`config.mk`:
```
export PLATFORM = sky130hd
export DESIGN_NAME = fifo_burst_feeder
export DESIGN_NICKNAME = d
export VERILOG_FILES = /design/src/rtl/fifo_burst_feeder.sv
export SDC_FILE = /design/constraint.sdc
export NUM_CORES = 1
export LEC_CHECK = 0
export BUFFER_PORTS_ARGS = -buffer_cell sky130_fd_sc_hd__buf_4
export CORE_ASPECT_RATIO = 1.5
export CORE_MARGIN = 8
export CORE_UTILIZATION = 52
export CTS_CLUSTER_SIZE = 8
export DETAILED_ROUTE_END_ITERATION = 10
export PLACE_DENSITY = 0.79
export SLEW_MARGIN = 20
export SYNTH_ARGS = -nofsm -noshare
export SYNTH_HDL_FRONTEND = slang
export SYNTH_SLANG_ARGS = --single-unit
```
`constraint.sdc`:
```
create_clock -name clk_1 -period 2.4 [get_ports clk_1]
set_input_delay 0.12 -clock clk_1 [delete_from_list [all_inputs] [get_ports clk_1]]
set_output_delay 0.12 -clock clk_1 [all_outputs]
set_load 0.01 [all_outputs]
```
`src/rtl/fifo_burst_feeder.sv`:
```
// Burst source for the write side of the 8-entry clock-crossing FIFO: arithmetic word sequence with full/empty flow control.
// Define FEEDER_CHECKSUM_EN to append a modulo-2^WIDTH checksum word after each non-empty burst.
module fifo_burst_feeder #(
   parameter int          WIDTH = 16,
   parameter int          LEN_W = 8,
   parameter int unsigned STEP  = 1
) (
   input  logic             clk_1,
   input  logic             rst,
   input  logic             start,
   input  logic [WIDTH-1:0] base,
   input  logic [LEN_W-1:0] len,
   input  logic             buffer_full,
   input  logic             buffer_empty,
   output logic [WIDTH-1:0] data_1,
   output logic             data_1_en,
   output logic             busy,
   output logic             done,
   output logic [LEN_W-1:0] sent_cnt
);

   typedef enum logic [2:0] {
      IDLE       = 3'd0,
      SEND       = 3'd1,
      WAIT_EMPTY = 3'd2,
`ifdef FEEDER_CHECKSUM_EN
      CKSUM      = 3'd3,
`endif
      DONE       = 3'd4
   } state_t;

   state_t           state_q, state_d;
   logic [WIDTH-1:0] data_1_q, data_1_d;
   logic [LEN_W-1:0] sent_cnt_q, sent_cnt_d;
   logic [LEN_W-1:0] len_q, len_d;
   logic [LEN_W-1:0] sent_nxt;
   logic             write_slot;
`ifdef FEEDER_CHECKSUM_EN
   logic [WIDTH-1:0] acc_q, acc_d;
   state_t           ret_q, ret_d;
`endif

   // NOTE: every always_comb target gets a default first, so no path can infer a latch.
   always_comb begin
      state_d    = state_q;
      data_1_d   = data_1_q;
      sent_cnt_d = sent_cnt_q;
      len_d      = len_q;
      sent_nxt   = sent_cnt_q + LEN_W'(1);
`ifdef FEEDER_CHECKSUM_EN
      acc_d      = acc_q;
      ret_d      = ret_q;
      write_slot = (state_q == SEND) || (state_q == CKSUM);
`else
      write_slot = (state_q == SEND);
`endif
      data_1_en  = write_slot && !buffer_full;

      unique case (state_q)
         IDLE: begin
            if (start) begin
               len_d      = len;
               sent_cnt_d = '0;
`ifdef FEEDER_CHECKSUM_EN
               acc_d      = '0;
`endif
               if (len != '0) begin
                  data_1_d = base;
                  state_d  = SEND;
               end else begin
                  state_d  = DONE;
               end
            end
         end
         SEND: begin
            if (buffer_full) begin
               state_d = WAIT_EMPTY;
`ifdef FEEDER_CHECKSUM_EN
               ret_d   = SEND;
`endif
            end else begin
               sent_cnt_d = sent_nxt;
               data_1_d   = data_1_q + WIDTH'(STEP);
`ifdef FEEDER_CHECKSUM_EN
               acc_d      = acc_q + data_1_q;
               if (sent_nxt == len_q) begin
                  // Present the final sum directly so the checksum write can follow without a gap.
                  data_1_d = acc_q + data_1_q;
                  state_d  = CKSUM;
               end
`else
               if (sent_nxt == len_q) state_d = DONE;
`endif
            end
         end
         WAIT_EMPTY: begin
`ifdef FEEDER_CHECKSUM_EN
            if (buffer_empty) state_d = ret_q;
`else
            if (buffer_empty) state_d = SEND;
`endif
         end
`ifdef FEEDER_CHECKSUM_EN
         CKSUM: begin
            if (buffer_full) begin
               state_d = WAIT_EMPTY;
               ret_d   = CKSUM;
            end else begin
               state_d = DONE;
            end
         end
`endif
         DONE:    state_d = IDLE;
         default: state_d = IDLE;
      endcase
   end

   // NOTE: state is updated with non-blocking assignments only, so every flop samples pre-edge values.
   always_ff @(posedge clk_1 or negedge rst) begin
      if (!rst) begin
         state_q    <= IDLE;
         data_1_q   <= '0;
         sent_cnt_q <= '0;
         len_q      <= '0;
`ifdef FEEDER_CHECKSUM_EN
         acc_q      <= '0;
         ret_q      <= SEND;
`endif
      end else begin
         state_q    <= state_d;
         data_1_q   <= data_1_d;
         sent_cnt_q <= sent_cnt_d;
         len_q      <= len_d;
`ifdef FEEDER_CHECKSUM_EN
         acc_q      <= acc_d;
         ret_q      <= ret_d;
`endif
      end
   end

   assign data_1   = data_1_q;
   assign sent_cnt = sent_cnt_q;
   assign busy     = (state_q != IDLE);
   assign done     = (state_q == DONE);

endmodule

```
---- Yosys cells after proc, flatten, opt, wreduce, memory -nomap -nowiden ----
Index checks and enable logic that the tools add are counted.
operators by class
  reductions and logical operators ........ 10
  add/sub/neg operators ................... 2
  mux-type cells .......................... 13
  equal/unequal tests ..................... 9
operator list
  cell                     count
  $mux W16                 3
  $pmux W16 S2             1
  $add A16 B1 Y16 const B  1
  $mux W8                  2
  $pmux W8 S2              1
  $mux W3                  5
  $pmux W3 S3              1
  $add A8 B1 Y8 const B    1
  $eq A8 B8 Y1             1
  $ne A2 B2 Y1 const B     4
  $reduce_bool A8 Y1       1
  $reduce_and A3 Y1        2
  $reduce_and A4 Y1        1
  $eq A3 B1 Y1 const B     1
  $eq A3 B2 Y1 const B     1
  $eq A3 B3 Y1 const B     1
  $logic_not A3 Y1         1
  $ne A3 B2 Y1 const B     1
  $reduce_bool A3 Y1       1
  $reduce_and A2 Y1        1
  $reduce_bool A2 Y1       1
  $logic_and A1 B1 Y1      1
  $logic_not A1 Y1         1
storage, ports and cells
  bits of input ports ..................... 29
  word-level logic and storage cells ...... 38
  output and inout bits ................... 27
  flip-flop bits (word level) ............. 35

---- Depth between registers and ports, before layout ----
Gate-level depths: netlist of the first run.
  word-level depth ........................ 5
  depth in mapped cells ................... 7
  depth with buffers taken out ............ 6

---- Worst setup path after synthesis of the first run ----
OpenSTA, ideal clock, no wires.
  path kind ............................... register to register
  from .................................... register state_q[0]
  to ...................................... register data_1_q[0] (netlist: data_1[0])
  path slack .............................. 703 ps
  clock period less this slack ............ 1,697 ps
  setup time .............................. 128 ps
  stages on the path, launching flop included .. 8
  path buffers ............................ 2
  arrival time ............................ 1,569 ps
  required time ........................... 2,272 ps
  cells stage by stage .................... dfrtp_1 -> or3_1 -> buf_6 -> a21oi_2 -> o22a_2 -> buf_6 -> mux2i_1 -> o21ai_0
on the way
  word-level cells in the longest chain between the ends .. 3
  elaborated cells between the ends (all ways) .. 8
  classes of those cells .................. eq/ne: 4; mux: 1; reduce/logical: 3
ends and longest elaborated chain
  item                                                                 line  source
  from (decl)                                                          32    state_t state_q, state_d;
  from (signal assigned)                                               130   state_q <= state_d;
  $eq A3 B1 Y1 or $logic_not A3 Y1 (tied branches)                     59    unique case (state_q)
  $ne A2 B2 Y1 (no source line) or $reduce_bool A2 Y1 (tied branches)  n/a
  $reduce_and A4 Y1 (no source line)                                   n/a
  to (signal assigned)                                                 131   data_1_q <= data_1_d;
  to (decl)                                                            33    logic [WIDTH-1:0] data_1_q, data_1_d;
Parallel ways exist; a longest one is shown, timed or not.
A chain may end at the register's enable or synchronous reset.

---- Final worst setup path of the first run ----
  from .................................... register state_q[1]
  to ...................................... register data_1_q[11] (netlist: data_1[11])
Same word-level chain as after synthesis.

==> results.json, run 1 <==
{
  "status": "finished, final reports clean",
  "p_seq_frac": 0.333,
  "synth_sequential_area_ratio": 0.419,
  "final_hold_viol_count": 0,
  "timing.hold.worst.class": "in -> reg",
  "grt_setup_unrepaired": "false",
  "netlist_top_cells_area": "sky130_fd_sc_hd__dfrtp_1, sky130_fd_sc_hd__a2bb2oi_2, sky130_fd_sc_hd__mux2_2",
  "cts_tree": "built",
  "global_route_wire_length_before_repair_um": 8710,
  "worst-endpoint-arrival_ns": 2.17,
  "finalWirelength_um": 5350,
  "critical_path_required_ns": 2.62,
  "clock.fmax_mhz": 515,
  "drc": 0,
  "worstPathBufferInverterCount": 1,
  "dp_cells": 312,
  "power-per-cell-area_nw_per_um2": 1290,
  "antenna_found_initial": 0,
  "critPathMaxFanout": 10,
  "synth-warning-count": 0,
  "numPortBuffers": 55,
  "postSynthNetCount": 247,
  "gpl.final_weighted_congestion": 0.881,
  "area_of_the_die_um2": 6340,
  "clockRootBuffer": "sky130_fd_sc_hd__clkbuf_8",
  "highest_delay_cell_along_the_critical_path": "sky130_fd_sc_hd__or3_1",
  "drt.antenna.violating_nets": 0,
  "ys_ff_latch": 35,
  "post_cts_resize_count": 0,
  "cts-buffers-inserted": 5,
  "n_antenna_cell": 0,
  "p_leak_nw": 1.16,
  "clock-sinks": 35,
  "placementRows": 28,
  "slew_headroom": 0.637,
  "via_per_inst": 5.88,
  "layout-drive-gt1-share": 0.351,
  "final.min_clock_period_ns": 1.94,
  "setup_viol_count_final": 0,
  "power_switching_share": 0.429,
  "netlist_area_um2": 2090,
  "vias": 1886,
  "nNetsFinal": 306,
  "power_total_mw": 3.42,
  "place_hpwl_um": 3980,
  "final_core_util": 0.680,
  "library_cells_used_by_synthesis": 46,
  "tns_ns": 0,
  "dieHeight_um": 93.6,
  "critPathMaxStageDelay_ns": 0.55,
  "detailroute.wirelength.met2_um": 2810,
  "worstPathCellList": "or3_1 > a21oi_2 > o22a_2 > buf_4 > a21oi_1 > a21oi_1",
  "power_report.internal_total_mw": 1.95,
  "gr-usage-all-layers": 0.177,
  "clock_tree.buffer_depth": 2,
  "clk_transition_reported_paths_ns": 0.07,
  "h_tree_levels": 2,
  "detailedRoute.firstIterationViolations": 106,
  "power_switching_mw": 1.47,
  "floorplan.io_pins": 56,
  "grt_overflow": 0,
  "synth_largest_type_area_fraction": 0.419,
  "fin_cells": 321,
  "final.setup.worst_slack_ns": 0.457,
  "critical_path.top_delay_family": "compound AO/OA/AOI/OAI gates",
  "fill_count": 320,
  "worst_skew_pair.late_latency_ns": 0.30,
  "syn_avg_cell_area_um2": 9.67,
  "wl_met1_um": 2040,
  "synth_area_leader_cell": "sky130_fd_sc_hd__dfrtp_1",
  "grt_pass1_vias": 1931,
  "detail_route.first_pass.iterations": 4,
  "core_um2": 3890,
  "tightest_slew_ns": 0.540,
  "drt-wirelength-per-cell_um": 16.7,
  "floorplan.initialDensity": 0.537,
  "layout_worst_path_cycle_share": 0.809,
  "finalClockSkew_ns": 0.0113,
  "setup.worst_path.start_class": "register",
  "setup_crit_path_kind": "reg -> reg",
  "routed.top_layer": "met4",
  "comb_power_share": 0.540,
  "setup.worst_path.end_class": "register",
  "postSynthCellCount": 216,
  "slew_viol_final": 0,
  "die_w_um": 67.7,
  "power.clock.fraction": 0.128,
  "flow.area_growth_from_synthesis_pct": 26.6,
  "worst_ir_drop_vdd_mv": 0.804,
  "maximum_number_of_pins_on_one_net_before_global_route_repair": 36,
  "detailroute.wirelength.met3_um": 399,
  "max_cap_viol_count": 0,
  "dp_slack_ns": 0.488,
  "cp_common_cell": "sky130_fd_sc_hd__a21oi_1"
}
## power by group through the flow
| stage | sequential (mW) | combinational (mW) | clock [mW] |
|---|---|---|---|
| 3_5_place_dp | 1.15 | 1.85 | 0 |
| 5_1_grt | 1.18 | 2.01 | 0.468 |
| 6_report | 1.14 | 1.84 | 0.436 |
| 2_1_floorplan | 1.13 | 1.30 | 0 |
| 3_3_place_gp | 1.13 | 1.80 | 0 |
| 4_1_cts | 1.13 | 1.85 | 0.443 |
## per-layer routing
layer,track usage,vias up
met2,0.313,52
met1,0.182,905
li1,-,919
met3,0.0575,10
met5,0,-
met4,0.0701,0
## area by class of cell
| class | count | area (µm²) | share of cell area |
|---|---|---|---|
| Clock buffer | 5 | 68.8 | 0.0260 |
| Clock inverter | 3 | 20.0 | 0.00757 |
| Inverter | 2 | 7.51 | 0.00284 |
| Multi-Input combinational cell | 169 | 1150 | 0.434 |
| Sequential cell | 35 | 876 | 0.331 |
| Tap cell | 45 | 56.3 | 0.0213 |
| Timing Repair Buffer | 62 | 468 | 0.177 |
## registers in the layout (all words and copies together), names as in the netlist
register,flops
state_q,3
sent_cnt,8
data_1,16
len_q,8
## placed cells by master (no fill, tap or decap), drive strengths merged, types with 2 or more instances in the layout
cell | netlist | final
a21o | 2 | 2
a21oi | 20 | 20
a2bb2oi | 8 | 8
and2 | 2 | 2
and3 | 5 | 5
and4 | 3 | 3
buf | 4 | 61
clkbuf | 6 | 5
clkinvlp | 0 | 2
dfrtp | 35 | 35
ha | 2 | 2
inv | 2 | 2
mux2 | 8 | 8
nand2 | 23 | 23
nand3 | 14 | 14
nand4 | 2 | 2
nor2 | 14 | 14
nor3 | 2 | 2
nor3b | 2 | 2
nor4 | 2 | 2
o21ai | 17 | 17
o22ai | 11 | 11
o31ai | 4 | 4
or3 | 2 | 2
or3b | 2 | 2
xnor2 | 9 | 9
xor2 | 4 | 4
## worst paths after layout
path | startpoint | endpoint | slack, ns | cells past startpoint
max in group asynchronous | rst | state_q[0] | 1.75 | 2
setup reg to reg | state_q[1] | data_1[11] | 0.46 | 6
hold reg to reg | len_q[5] | len_q[5] | 0.53 | 1
min in group asynchronous | rst | data_1[6] | 0.31 | 2
setup / recovery | state_q[1] | data_1[11] | 0.46 | 6
hold / removal | len[1] | len_q[1] | 0.06 | 2
## metrics by stage
step	hold WS, ns	cell area, µm²
2_1_floorplan	-0.176	2090
3_3_place_gp	0.100	2540
3_5_place_dp	0.102	2540
4_1_cts	0.0545	2640
5_1_grt	0.0593	2640
6_report	0.0630	2640
## kinds of logic after synthesis
| group | synth area share |
|---|---|
| muxes | 0.0479 |
| adders and majority gates | 0.0120 |
| xor gates and xnor gates | 0.0545 |
| and+or+nand+nor | 0.196 |
| AOI/OAI and AO/OA | 0.236 |
| DFF | 0.419 |
| buffers and inverters | 0.0341 |
## synthesized netlist by cell type, drive strengths merged
master,count
a32oi,1
ha,2
a22o,1
o2bb2ai,1
dfrtp,35
xor2,4
o22a,1
o31ai,4
a31oi,1
nor3,2
and3,5
nand3,14
buf,4
and4,3
nor3b,2
mux2,8
a22oi,1
o22ai,11
clkbuf,6
o21ai,17
mux2i,1
and2,2
nand4,2
or3b,2
xnor2,9
nand2b,1
nand3b,1
nor4bb,1
nor2,14
nand2,23
a2bb2oi,8
a21oi,20
a21o,2
or3,2
nor4,2
o2111a,1
inv,2
## repair_timing
item                                    CTS  global route
hold buffers                              1             0
endpoints found under the hold margin    35             0
buffers inserted                          0             0
endpoints found under the setup margin    0             0
Power figures use the tool's default switching activity.
==> run 2, diff against run 1 <==
clock period = 1.9 ns   (was 2.4 ns; I/O delays follow)
==> results.json, run 2 (synthesis gave the netlist of run 1 again) <==
{
  "numPortBuffers": 55,
  "layout_worst_path_cycle_share": 0.940,
  "floorplan.initialDensity": 0.537,
  "nNetsFinal": 312,
  "layout.cells.most_common_list": "sky130_fd_sc_hd__buf_4, sky130_fd_sc_hd__dfrtp_1, sky130_fd_sc_hd__nand2_1",
  "area_of_the_die_um2": 6340,
  "power_switching_mw": 1.85,
  "placementRows": 28,
  "setup.worst_path.end_class": "register",
  "p_seq_frac": 0.307,
  "antenna_found_initial": 0,
  "critical_path_required_ns": 2.08,
  "power_switching_share": 0.414,
  "power_total_mw": 4.47,
  "setup.worst_path.start_class": "register",
  "slew_viol_final": 0,
  "worstHoldPathCells": 2,
  "drt-wirelength-per-cell_um": 16.6,
  "p_leak_nw": 1.20,
  "final.hold.worst_slack_ns": 0.0465,
  "global_route_wire_length_before_repair_um": 9020,
  "power_report.internal_total_mw": 2.62,
  "reg2reg_slack_ns": 0.11,
  "power.clock.fraction": 0.124,
  "worst_ir_drop_vdd_mv": 1.19,
  "finalWirelength_um": 5400,
  "h_tree_levels": 2,
  "highest_delay_cell_along_the_critical_path": "sky130_fd_sc_hd__dfrtp_1",
  "n_antenna_cell": 0,
  "critPathMaxStageDelay_ns": 0.45,
  "dieHeight_um": 93.6,
  "holdCritStartpoint": "len[3]",
  "critPathMaxFanout": 10,
  "tns_ns": 0,
  "die_w_um": 67.7,
  "drc": 0,
  "cts-buffers-inserted": 5,
  "status": "finished, final reports clean",
  "final_hold_viol_count": 0,
  "finalClockSkew_ns": 0.00458,
  "grt_overflow": 0,
  "flow.area_growth_from_synthesis_pct": 29.5,
  "slew_headroom": 0.670,
  "max_cap_viol_count": 0,
  "largest_register_ff_count": 16,
  "via_per_inst": 5.93,
  "setup_viol_count_final": 0,
  "worstRegToRegCells": 6,
  "grt_setup_unrepaired": "false",
  "timing.hold.worst.class": "in -> reg",
  "floorplan.io_pins": 56,
  "worstPathCellList": "or3_4 > buf_4 > nor2_8 > nor2_1 > o21ai_0 > o31ai_1",
  "hold_path_end": "len_q[3]",
  "place_hpwl_um": 4060,
  "clock-sinks": 35,
  "worst_skew_pair.late_latency_ns": 0.29,
  "clock.fmax_mhz": 560,
  "clk_transition_reported_paths_ns": 0.07,
  "layout-drive-gt1-share": 0.367,
  "final_core_util": 0.696,
  "setup_crit_path_kind": "reg -> reg",
  "drt.antenna.violating_nets": 0,
  "vias": 1934,
  "maximum_number_of_pins_on_one_net_before_global_route_repair": 36,
  "comb_power_share": 0.568,
  "r2r_start": "state_q[1]",
  "clock_tree.buffer_depth": 2,
  "grt_pass1_vias": 2088,
  "clockRootBuffer": "sky130_fd_sc_hd__clkbuf_8",
  "worst-endpoint-arrival_ns": 1.96,
  "final.min_clock_period_ns": 1.79,
  "detail_route.first_pass.iterations": 5,
  "postCtsSetupRepairBufs": 0,
  "detailedRoute.firstIterationViolations": 115,
  "power-per-cell-area_nw_per_um2": 1650,
  "tightest_slew_ns": 0.490,
  "cts_tree": "built",
  "gpl.final_weighted_congestion": 0.811,
  "core_um2": 3890,
  "gr-usage-all-layers": 0.181,
  "layout_commonest_cell": "sky130_fd_sc_hd__buf_4",
  "worstReg2RegEnd": "sent_cnt[5]"
}
## run 2: cell count changes in the layout (fill, tap and decap cells not counted)
cell / change
sky130_fd_sc_hd__buf_4: +5
sky130_fd_sc_hd__clkinvlp_4: -2
sky130_fd_sc_hd__buf_12: +1
sky130_fd_sc_hd__clkbuf_8: +1
sky130_fd_sc_hd__o21ai_0: -1
sky130_fd_sc_hd__o21ai_1: +1
sky130_fd_sc_hd__or3_1: -1
sky130_fd_sc_hd__or3_4: +1
## run 2: layer usage
metal	up-vias	track usage	part of all wire
li1	926	-	-
met1	934	0.188	0.38
met2	63	0.308	0.53
met3	11	0.0527	0.074
met4	0	0.110	0.024
met5	-	0	0
## run 2: layout make-up
type	count	area, µm²
Timing Repair Buffer	68	526
Fill cell	313	1180
Inverter	2	7.51
Clock buffer	6	82.6
Multi-Input combinational cell	169	1150
Clock inverter	1	5.00
Sequential cell	35	876
Tap cell	45	56.3
## run 2: stage by stage
stage	std cells	cell area [µm²]	setup slack, ns
final	326	2710	0.114
after global placement	318	2600	0.152
after floorplan	216	2090	0.203
after global routing	326	2710	0.00179
after detailed placement	318	2600	0.0969
after CTS	326	2700	0.0797
## run 2: timing repair
action | CTS | global route
endpoints found under the hold margin | 35 | 0
hold buffers | 1 | 0
setup endpoints to repair | 0 | 5
resized for setup | 0 | 2
## run 2: worst max-delay path, delay by kind of cell (launching register included)
kind                   cells  cell delay (ns)
flip-flops                 1             0.45
AO/OA/AOI/OAI              2             0.30
buffers and inverters      1             0.17
AND/OR/NAND/NOR            3             0.75
## run 2: how the worst max path moves through the flow
| stage | start | to | slack (ns) | depth (start not counted) |
|---|---|---|---|---|
| floorplan | state_q[0] | data_1[0] | 0.20 | 7 |
| global placement | state_q[1] | sent_cnt[5] | 0.15 | 6 |
| detailed placement | state_q[1] | sent_cnt[5] | 0.1 | 6 |
| CTS | state_q[1] | sent_cnt[4] | 0.08 | 6 |
| global route | state_q[1] | sent_cnt[6] | 0.002 | 6 |
| finish | state_q[1] | sent_cnt[5] | 0.11 | 6 |
## run 2: power by group through the flow
| stage | logic (mW) | registers (mW) | clock network [mW] |
|---|---|---|---|
| 3_3_place_gp | 2.48 | 1.37 | 0 |
| 6_report | 2.54 | 1.37 | 0.556 |
| 4_1_cts | 2.55 | 1.37 | 0.565 |
| 5_1_grt | 2.77 | 1.43 | 0.597 |
| 3_5_place_dp | 2.53 | 1.39 | 0 |
| 2_1_floorplan | 1.64 | 1.43 | 0 |
==> run 3, diff against run 2 <==
ABC_AREA = 1   (was default)
CELL_PAD_IN_SITES_DETAIL_PLACEMENT = 0   (was default)
CELL_PAD_IN_SITES_GLOBAL_PLACEMENT = 1   (was default)
CORE_UTILIZATION = 38   (was 52)
PLACE_DENSITY = default   (was 0.79)
PLACE_DENSITY_LB_ADDON = 0.1   (was default)
==> results.json, run 3 <==
{
  "slew_headroom": 0.680,
  "setup_crit_path_kind": "reg -> reg",
  "die_w_um": 79.3,
  "setup.worst_path.start_class": "register",
  "place_hpwl_um": 5090,
  "postSynthNetCount": 353,
  "library_cells_used_by_synthesis": 37,
  "synth_sequential_area_ratio": 0.383,
  "clock.fmax_mhz": 589,
  "power-per-cell-area_nw_per_um2": 1560,
  "h_tree_levels": 2,
  "netlist_top_cells_area": "sky130_fd_sc_hd__dfrtp_1, sky130_fd_sc_hd__nand2_1, sky130_fd_sc_hd__nand3_1",
  "tns_ns": 0,
  "grt_setup_unrepaired": "false",
  "number_of_enable_flip_flop_cells_after_synthesis": 0,
  "cts-buffers-inserted": 5,
  "postSynthCellCount": 322,
  "syn_avg_cell_area_um2": 7.10,
  "finalWirelength_um": 6560,
  "final.min_clock_period_ns": 1.70,
  "grt_pass1_vias": 2369,
  "cp-endpoint": "state_q[0]",
  "reg2reg_slack_ns": 0.20,
  "antenna_found_initial": 0,
  "postCtsSetupRepairBufs": 0,
  "cts_tree": "built",
  "highest_delay_cell_along_the_critical_path": "sky130_fd_sc_hd__dfrtp_2",
  "n_antenna_cell": 0,
  "worst-endpoint-arrival_ns": 1.87,
  "core_um2": 5830,
  "power_report.internal_total_mw": 2.36,
  "p_seq_frac": 0.319,
  "drt.antenna.violating_nets": 0,
  "worstRegToRegCells": 10,
  "global_route_wire_length_before_repair_um": 10900,
  "critPathMaxStageDelay_ns": 0.41,
  "layout.cells.most_common_list": "sky130_fd_sc_hd__nand2_1, sky130_fd_sc_hd__buf_4, sky130_fd_sc_hd__inv_1",
  "fin_cells": 458,
  "dp_cells": 449,
  "synth_ff_type": "sky130_fd_sc_hd__dfrtp_1",
  "via_per_inst": 5.08,
  "critPathMaxFanout": 5,
  "finalClockSkew_ns": 0.00892,
  "layout-drive-gt1-share": 0.231,
  "worstReg2RegEnd": "state_q[0]",
  "layout_commonest_cell": "sky130_fd_sc_hd__nand2_1",
  "drt-wirelength-per-cell_um": 14.3,
  "timing.hold.worst.class": "in -> reg",
  "power_switching_mw": 2.15,
  "ys_ff_latch": 35,
  "dp_slack_ns": 0.171,
  "comb_power_share": 0.565,
  "worst_skew_pair.late_latency_ns": 0.28,
  "max_cap_viol_count": 0,
  "floorplan.io_pins": 56,
  "dieHeight_um": 111,
  "synth_largest_type_area_fraction": 0.383,
  "detail_route.first_pass.iterations": 4,
  "gr-usage-all-layers": 0.155,
  "post-synth-top-count-cell": "sky130_fd_sc_hd__nand2_1",
  "final_hold_viol_count": 0,
  "setup_viol_count_final": 0,
  "final.setup.worst_slack_ns": 0.202,
  "vias": 2327,
  "largest_register_ff_count": 16,
  "synth_area_leader_cell": "sky130_fd_sc_hd__dfrtp_1",
  "numPortBuffers": 55,
  "worst_ir_drop_vdd_mv": 0.697,
  "power_switching_share": 0.477,
  "gpl.final_weighted_congestion": 0.825,
  "synth-warning-count": 0,
  "power_total_mw": 4.51,
  "grt_overflow": 0,
  "area_of_the_die_um2": 8800,
  "p_leak_nw": 1.43,
  "setup.worst_path.end_class": "register",
  "post_synth_most_frequent_cells": "sky130_fd_sc_hd__nand2_1, sky130_fd_sc_hd__inv_1, sky130_fd_sc_hd__dfrtp_1, sky130_fd_sc_hd__nand3_1, sky130_fd_sc_hd__o21ai_0",
  "tightest_slew_ns": 0.479,
  "r2r_start": "sent_cnt[1]",
  "clock_tree.buffer_depth": 2,
  "nNetsFinal": 416,
  "clock-sinks": 35,
  "floorplan.initialDensity": 0.392,
  "synth_async_sr_flop_share": 1.00,
  "clockRootBuffer": "sky130_fd_sc_hd__clkbuf_8",
  "drc": 0,
  "slew_viol_final": 0,
  "status": "finished, final reports clean",
  "placementRows": 34,
  "flow.area_growth_from_synthesis_pct": 26.5,
  "power.clock.fraction": 0.116,
  "clk_transition_reported_paths_ns": 0.07,
  "layout_worst_path_cycle_share": 0.893,
  "startpoint": "sent_cnt[1]",
  "netlist_area_um2": 2290,
  "maximum_number_of_pins_on_one_net_before_global_route_repair": 36,
  "worstPathCellList": "ha_1 > nand2_1 > nor2_1 > nand2_1 > nand3_1 > nand3_1 > nor2_1 > nand3_1 > nand2_1 > o21ai_0",
  "critical_path_required_ns": 2.07,
  "detailedRoute.firstIterationViolations": 69
}
run 3: changes by cell type after synthesis, sizes merged, moves of 8 or more:
cell / before / now
inv: 2 / 45
nand3: 14 / 36
nand2: 23 / 95
a21oi: 20 / 6
o21ai: 17 / 31
a2bb2oi: 8 / 0
nor2: 14 / 26
o22ai: 11 / 3
run 3: layer usage:
metal	part of all wire	track usage
met5	0	0
met4	0.020	0.0646
met3	0.044	0.0373
met2	0.54	0.285
met1	0.40	0.158
run 3: power groups by stage:
stage / registers [mW] / logic (mW) / clock network, mW
after global placement: 1.45 / 2.58 / 0
after global routing: 1.49 / 2.88 / 0.589
after floorplan: 1.45 / 1.67 / 0
after CTS: 1.44 / 2.59 / 0.548
after detailed placement: 1.45 / 2.58 / 0
final: 1.44 / 2.55 / 0.523
run 3: area by class of cell:
type,instances,area (µm²)
Tap cell,72,90.1
Inverter,46,175
Timing Repair Buffer,62,480
Clock inverter,1,5.00
Fill cell,599,2940
Sequential cell,35,878
Clock buffer,7,76.3
Multi-Input combinational cell,235,1190
run 3: worst max-delay path: cells and delay by family, from the launching register on:
family | cells | cell delay, ns
simple gates | 8 | 0.90
fa+ha+maj | 1 | 0.20
flops | 1 | 0.41
compound gates | 1 | 0.08
run 3: cell families (layout without fill, tap and decap cells):
| logic type | Yosys count | count (layout) | synth area share |
|---|---|---|---|
| buffers and inverters | 52 | 116 | 0.0974 |
| muxes | 1 | 1 | 0.00493 |
| DFF | 35 | 35 | 0.383 |
| AOI/OAI and AO/OA | 50 | 50 | 0.129 |
| adders and majority gates | 2 | 2 | 0.0109 |
| and+or+nand+nor | 178 | 178 | 0.360 |
| xor gates and xnor gates | 4 | 4 | 0.0153 |
run 3: worst min-delay path by stage:
stage,startpoint,to,slack [ns],cells past startpoint
after floorplan,rst,data_1[0],-0.20,0
after global placement,rst,data_1[8],0.09,1
after detailed placement,rst,data_1[9],0.09,1
after CTS,base[14],data_1[14],0.05,3
after global routing,base[8],data_1[8],0.06,3
final,base[13],data_1[13],0.06,3
run 3: per-stage QoR:
step	area, µm²	hold slack (ns)	utilization
2_1_floorplan	2290	-0.201	-
3_3_place_gp	2800	0.0937	0.480
3_5_place_dp	2800	0.0885	0.480
4_1_cts	2890	0.0549	0.496
5_1_grt	2890	0.0551	0.496
6_report	2890	0.0615	0.496
run 3: timing repair:
action / 4_1_cts / 5_1_grt
setup endpoints to repair: 0 / 2
gates resized for setup: 0 / 2
hold buffers: 1 / 0
endpoints found under the hold margin: 35 / 0
